--- src/rtl/boot_loader.sv ---
// Framed program loader: takes length, payload and checksum over valid/ready,
// writes the payload into memory from 0x00 and releases the core on a good checksum.
module boot_loader (
  input  logic       clk,
  input  logic       rst_n,
  input  logic       in_valid,
  input  logic [7:0] in_data,
  output logic       in_ready,
  input  logic       reload,
  output logic [7:0] mem_addr,
  output logic [7:0] mem_wdata,
  output logic       mem_we,
  output logic       cpu_run,
  output logic       load_err,
  output logic       busy
);

  typedef enum logic [2:0] {
    S_IDLE  = 3'd0,
    S_LOAD  = 3'd1,
    S_CHECK = 3'd2,
    S_RUN   = 3'd3,
    S_ERROR = 3'd4
  } state_t;

  state_t     state_r;
  logic [8:0] cnt_r;
  logic [7:0] addr_r;
  logic [7:0] sum_r;
  logic       ready_s;
  logic       accept_s;

  // 8-bit modular checksum step; carry out is discarded
  function automatic logic [7:0] csum_add(input logic [7:0] acc, input logic [7:0] b);
    return acc + b;
  endfunction

  // Ready is a pure decode of state so the upstream sees it in the same cycle
  always_comb begin
    ready_s = 1'b0;
    case (state_r)
      S_IDLE, S_LOAD, S_CHECK: ready_s = 1'b1;
      default:                 ready_s = 1'b0;
    endcase
  end

  assign in_ready = rst_n & ready_s;
  assign accept_s = in_valid & in_ready;

  // Frame FSM with registered memory-port and status outputs
  always_ff @(posedge clk or negedge rst_n) begin
    if (!rst_n) begin
      state_r   <= S_IDLE;
      cnt_r     <= 9'd0;
      addr_r    <= 8'h00;
      sum_r     <= 8'h00;
      mem_addr  <= 8'h00;
      mem_wdata <= 8'h00;
      mem_we    <= 1'b0;
      cpu_run   <= 1'b0;
      load_err  <= 1'b0;
      busy      <= 1'b0;
    end else begin
      mem_we <= 1'b0;
      case (state_r)
        S_IDLE: begin
          if (accept_s) begin
            // A length byte of zero encodes a full 256-byte image
            cnt_r   <= (in_data == 8'h00) ? 9'h100 : {1'b0, in_data};
            addr_r  <= 8'h00;
            sum_r   <= 8'h00;
            busy    <= 1'b1;
            state_r <= S_LOAD;
          end else begin
            state_r <= S_IDLE;
          end
        end
        S_LOAD: begin
          if (accept_s) begin
            mem_addr  <= addr_r;
            mem_wdata <= in_data;
            mem_we    <= 1'b1;
            addr_r    <= addr_r + 8'h01;
            cnt_r     <= cnt_r - 9'd1;
            sum_r     <= csum_add(sum_r, in_data);
            if (cnt_r == 9'd1) begin
              state_r <= S_CHECK;
            end else begin
              state_r <= S_LOAD;
            end
          end else begin
            state_r <= S_LOAD;
          end
        end
        S_CHECK: begin
          if (accept_s) begin
            busy <= 1'b0;
            if (in_data == sum_r) begin
              cpu_run <= 1'b1;
              state_r <= S_RUN;
            end else begin
              load_err <= 1'b1;
              state_r  <= S_ERROR;
            end
          end else begin
            state_r <= S_CHECK;
          end
        end
        S_RUN, S_ERROR: begin
          if (reload) begin
            cpu_run  <= 1'b0;
            load_err <= 1'b0;
            state_r  <= S_IDLE;
          end else begin
            state_r <= state_r;
          end
        end
        default: begin
          cpu_run  <= 1'b0;
          load_err <= 1'b0;
          busy     <= 1'b0;
          state_r  <= S_IDLE;
        end
      endcase
    end
  end

endmodule

--- config.mk ---
export PLATFORM = sky130hd
export DESIGN_NAME = boot_loader
export DESIGN_NICKNAME = d
export VERILOG_FILES = /design/src/rtl/boot_loader.sv
export SDC_FILE = /design/constraint.sdc
export NUM_CORES = 1
export LEC_CHECK = 0
export CAP_MARGIN = 15
export CORE_AREA = 2 2 79 62
export CTS_CLUSTER_DIAMETER = 60
export DETAILED_ROUTE_END_ITERATION = 10
export DIE_AREA = 0 0 81 64
export DONT_BUFFER_PORTS = 1
export GPL_TIMING_DRIVEN = 0
export PLACE_DENSITY = 0.75
export SYNTH_ARGS = -nofsm -noshare
export SYNTH_HDL_FRONTEND = slang
export SYNTH_SLANG_ARGS = --single-unit
--- constraint.sdc ---
create_clock -name clk -period 4.53 [get_ports clk]
set_input_delay 0.906 -clock clk [delete_from_list [all_inputs] [get_ports clk]]
set_output_delay 0.906 -clock clk [all_outputs]
set_load 0.1 [all_outputs]
# After elaboration in Yosys (flattened, before gate mapping)
# Cells that the tools add are included.
[word_totals] register_bits=48 in_bits=12 elab_cells=70
[op_classes] addsub=3 n_eq_ne=12 muxes=29 n_bitwise=4 n_reduce_logical=12
[op_table] op="8-bit case mux with 2 select lines" count=2
[op_table] op="9-bit 2-to-1 mux" count=3
[op_table] op="8-bit 2-to-1 mux" count=3
[op_table] op="9-bit case mux with 2 select lines" count=1
[op_table] op="3-bit 2-to-1 mux" count=4
[op_table] op="2-bit inequality test, second input constant" count=6
[op_table] op="3-bit case mux with 4 select lines" count=1
[op_table] op="1-bit 2-to-1 mux" count=11
[op_table] op="9-bit by 1-bit == test with 1-bit output, second input constant" count=1
[op_table] op="1-bit case mux with 3 select lines" count=3
[op_table] op="9-bit by 1-bit subtractor with 9-bit output, second input constant" count=1
[op_table] op="8-bit by 1-bit adder with 8-bit output, second input constant" count=1
[op_table] op="8-bit adder" count=1
[op_table] op="8-bit == test" count=1
[op_table] op="8-bit zero test" count=1
[op_table] op="4-bit AND reduction" count=2
[op_table] op="3-bit by 2-bit == test with 1-bit output, second input constant" count=2
[op_table] op="3-bit AND reduction" count=2
[op_table] op="3-bit OR reduction" count=2
[op_table] op="2-bit OR reduction" count=2
[op_table] op="3-bit by 1-bit == test with 1-bit output, second input constant" count=1
[op_table] op="3-bit == test, second input constant" count=1
[op_table] op="3-bit zero test" count=1
[op_table] op="1-bit AND" count=2
[op_table] op="other kinds (4)" count=5

# Longest topological paths before layout
[depth] word_depth=7 mapped_depth=7 mapped_depth_nobuf=7

# Least setup slack after synthesis
# No wires, ideal clock.
[synth_timing] kind="input to output" from="input rst_n" to="output in_ready" arrival_ns=3.232 required_time_ns=3.624 setup_slack_ns=0.392 path_stages=2 n_path_buf=0 path_cell_list="inv_1 > a211oi_1"
[synth_via] elab_chain_cells=1
[synth_lines] element="start, declared" line="5" rtl="input logic rst_n,"
[synth_lines] element="1-bit AND" line="47" rtl="assign in_ready = rst_n & ready_s;"
[synth_lines] element="end, declared" line="8" rtl="output logic in_ready,"
# Every way passes these cells.

# Worst setup path after layout
[layout_timing] from="register state_r[1]" to="output in_ready"
[layout_via] elab_chain_cells=4 elab_cells_between_ends=6 cone_classes="eq/ne (2); mux (1); bitwise (1); reduce/logical (2)"
[layout_lines] element="start, declared" line="26" rtl="state_t state_r;"
[layout_lines] element="start signal, assigned" line="115" rtl="state_r <= state_r;"
[layout_lines] element="3-bit by 2-bit == test with 1-bit output, or another cell as far along" line="41" rtl="case (state_r)"
[layout_lines] element="3-bit OR reduction *" line="41"
[layout_lines] element="1-bit 2-to-1 mux *" line="41"
[layout_lines] element="1-bit AND *" line="47"
# Every way passes the cells marked *; elsewhere a longest branch is shown, timed or not.

==> results.md <==
- Maximum vdd ir drop: 0.000356 V
- Clock Sinks: 48
- Initial Utilization: 0.594
- Worst-case reg-to-reg path depth: 7
- CTS Buffer Depth: 2
- Fin area: 0.00282 mm²
- Setup crit start kind: register
- Htree depth: 2
- CTS hold repair buffers: 0
- Post-CTS Resized: 0
- Synth unique cells: 49
- Pleak: 0.00130 µW
- Finished Core Util: 0.647
- ANT nets after route: 0
- Pwr Density: 655 mW/mm²
- Final Hold Fails: 0
- Sequential Power Share: 0.534
- Max_cap viols: 0
- Detailed Place HPWL: 4.27 mm
- Die ar.: 0.00518 mm²
- I/O Buffers: 0
- Root buf cell: clkbuf_8
- Rows: 21
- Synth Instances: 294
- Commonest non-fill, non-tap cell in the layout: nand2_1
- Die W: 81 µm
- Pin count of the biggest net entering global routing: 53
- R2R Setup Slk: 2.49 ns
- Most frequent cells in the layout: nand2_1, dfrtp_1, o21ai_0
- Setup violators final: 0
- Comb pwr share: 0.293
- Switch Pwr: 901 µW
- Status: finished, final reports clean
- Initial DRC Count: 234
- Reg-to-reg endpoint: sum_r[6]
- TritonCTS Buffers: 5
- Cell taking the most area after synthesis: dfrtp_1
- Fillers: 369
- Final weighted congestion in routability-driven placement: 0.867
- Post-synth EDFFs: 0
- Yosys reg bits: 48
- Number of global-route vias before repair: 2093
- Power share of the clock group: 0.173
- IO Count: 33
- Ant. Diodes: 0
- Largest family of logic cells by synthesized area: simple AND/OR/NAND/NOR gates
- Tmin final: 2.52 ns
- Synth Cell Area: 0.00259 mm²
- Critical path type: register to output port
- Adder-cell share of the synthesized area: 0.0560
- Pre-Repair DR Iteration Count: 7
- XOR/XNOR share of the synthesized area: 0.0169
- Data arrival, critical path: 1.61 ns
- Core Region: 0.00436 mm²
- GRT Resource Usage Total: 0.262
- Top FF cell, synth: dfrtp_1
- # Post-CTS Setup Buffers: 0
- Die Y: 64 µm
- Syn avg cell area: 8.82 µm²
- Post-synthesis simple-gate area fraction: 0.225
- Unrepaired setup endpoints after global routing: no
- Area added between synthesis and finish: 8.88%
- Internal: 948 µW
- Tightest Hold Check Type: primary input to asynchronous set/reset pin
- Synth area leaders: dfrtp_1, nand2_1, o21ai_0, ha_1, a21oi_1
- CP max FO: 10
- Switching part of the total: 0.487
- Warnings from Yosys: 0
- Worst Clk Skew: 0.0130 ns
- Total Negative Setup Slacks: 0 ns
- Clock slew at reported path FFs: 0.09 ns
- Vias: 2226
- Share of cells above drive strength 1: 0.0724
- Nets: 326
- Syn Nets: 317
- Placed cell areas: 0.00271 mm²
- Critical Path RT: 3.62 ns
- Crit path capture type: output port
- FFs w/ async S/R, synth: 1.00
- Max-slew headroom: 0.387
- Grt total ovfl: 0
- Post-synthesis mux area share: 0.00386
- Final Slew Violations: 0
- Overall routed net length: 6.14 mm
- Post-route DRC violation count: 0
- Initial antenna violation count: 0
- Sequential area share after synthesis: 0.463
- Compound-Gate Fraction of Synth Area: 0.194
- Max frequency: 397 MHz
- Worst slew pin tran: 0.919 ns
- Final period utilization: 0.556
- Hold WS: 0.278 ns
- CTS tree: done
- Worst R2R Start: sum_r[0]
- Yosys top cell area share: 0.463
- DR vias/cell: 6.17
- First-pass GRT wire length: 10.3 mm
- Per-cell routed wire length: 17.0 µm
- Clk_lat worst skew: 0.31 ns
## critical path, cell delays in order (launching register included)
cell	delay, ns
dfrtp_1	0.44
clkbuf_1	0.26
a211oi_4	0.38
buf_16	0.21
## area by class of cell
type	count	area, µm²	area share
Buffer	14	80.1	0.0284
Tap cell	57	71.3	0.0253
Clock inverter	3	46.3	0.0164
Timing Repair Buffer	2	31.3	0.0111
Sequential cell	48	1200	0.426
Clock buffer	5	68.8	0.0244
Inverter	7	26.3	0.00931
Multi-Input combinational cell	225	1300	0.460
## kinds of logic after synthesis
family          count (synthesis)
simple gates                  125
compound gates                 83
flops                          48
buf+inv                        21
fa+ha+maj                      11
xor+xnor                        5
mux                             1
## per-stage QoR
step,cells,setup slack [ns],total power [µW]
final,361,2.01,1850
after global routing,361,1.94,1970
after detailed placement,353,1.97,1530
after CTS,361,2.02,1850
after global placement,351,0.363,1500
after floorplan,294,0.392,1400
## cells in the mapped netlist (2+ instances only)
cell type,n
nor2_1,15
xnor2_1,2
o211ai_1,3
nand3_1,8
clkbuf_1,8
nor3b_1,3
nand2_1,69
inv_1,6
and3_1,4
nor3_1,5
a211oi_1,3
nand2b_1,2
nand4_1,4
ha_1,10
a22o_1,4
xor2_1,3
or3_1,2
dfrtp_1,48
o22a_1,2
a21oi_1,24
a31oi_1,3
a21o_1,2
buf_2,3
nand4b_1,2
clkbuf_8,2
o21ai_0,30
nor4_1,5
## power by group through the flow
| stage | Sequential, µW | Clock [µW] | Combinational, µW |
|---|---|---|---|
| final | 987 | 321 | 541 |
| after global routing | 1010 | 347 | 621 |
| after CTS | 986 | 327 | 538 |
| after detailed placement | 993 | 0 | 533 |
| after global placement | 987 | 0 | 509 |
| after floorplan | 964 | 0 | 432 |
## flip-flops by register name, summed over array words and instances, names as in the netlist
register   count
addr_r         8
busy           1
cnt_r          9
cpu_run        1
load_err       1
mem_addr       8
mem_wdata      8
mem_we         1
state_r        3
sum_r          8
## worst max path at each step
stage	to	startpoint	slack, ns
after floorplan	in_ready	rst_n	0.39
after global placement	in_ready	rst_n	0.36
after detailed placement	sum_r[6]	in_data[0]	1.97
after CTS	in_ready	state_r[1]	2.02
after global routing	in_ready	state_r[1]	1.94
final	in_ready	state_r[1]	2.01
## layer usage
layer	GRT usage	up-vias	share of wire
met3	0.0593	9	0.084
met5	0	-	0
met4	0.0911	0	0.016
li1	-	1052	-
met1	0.381	1055	0.46
met2	0.386	110	0.44
Power figures use the tool's default switching activity.
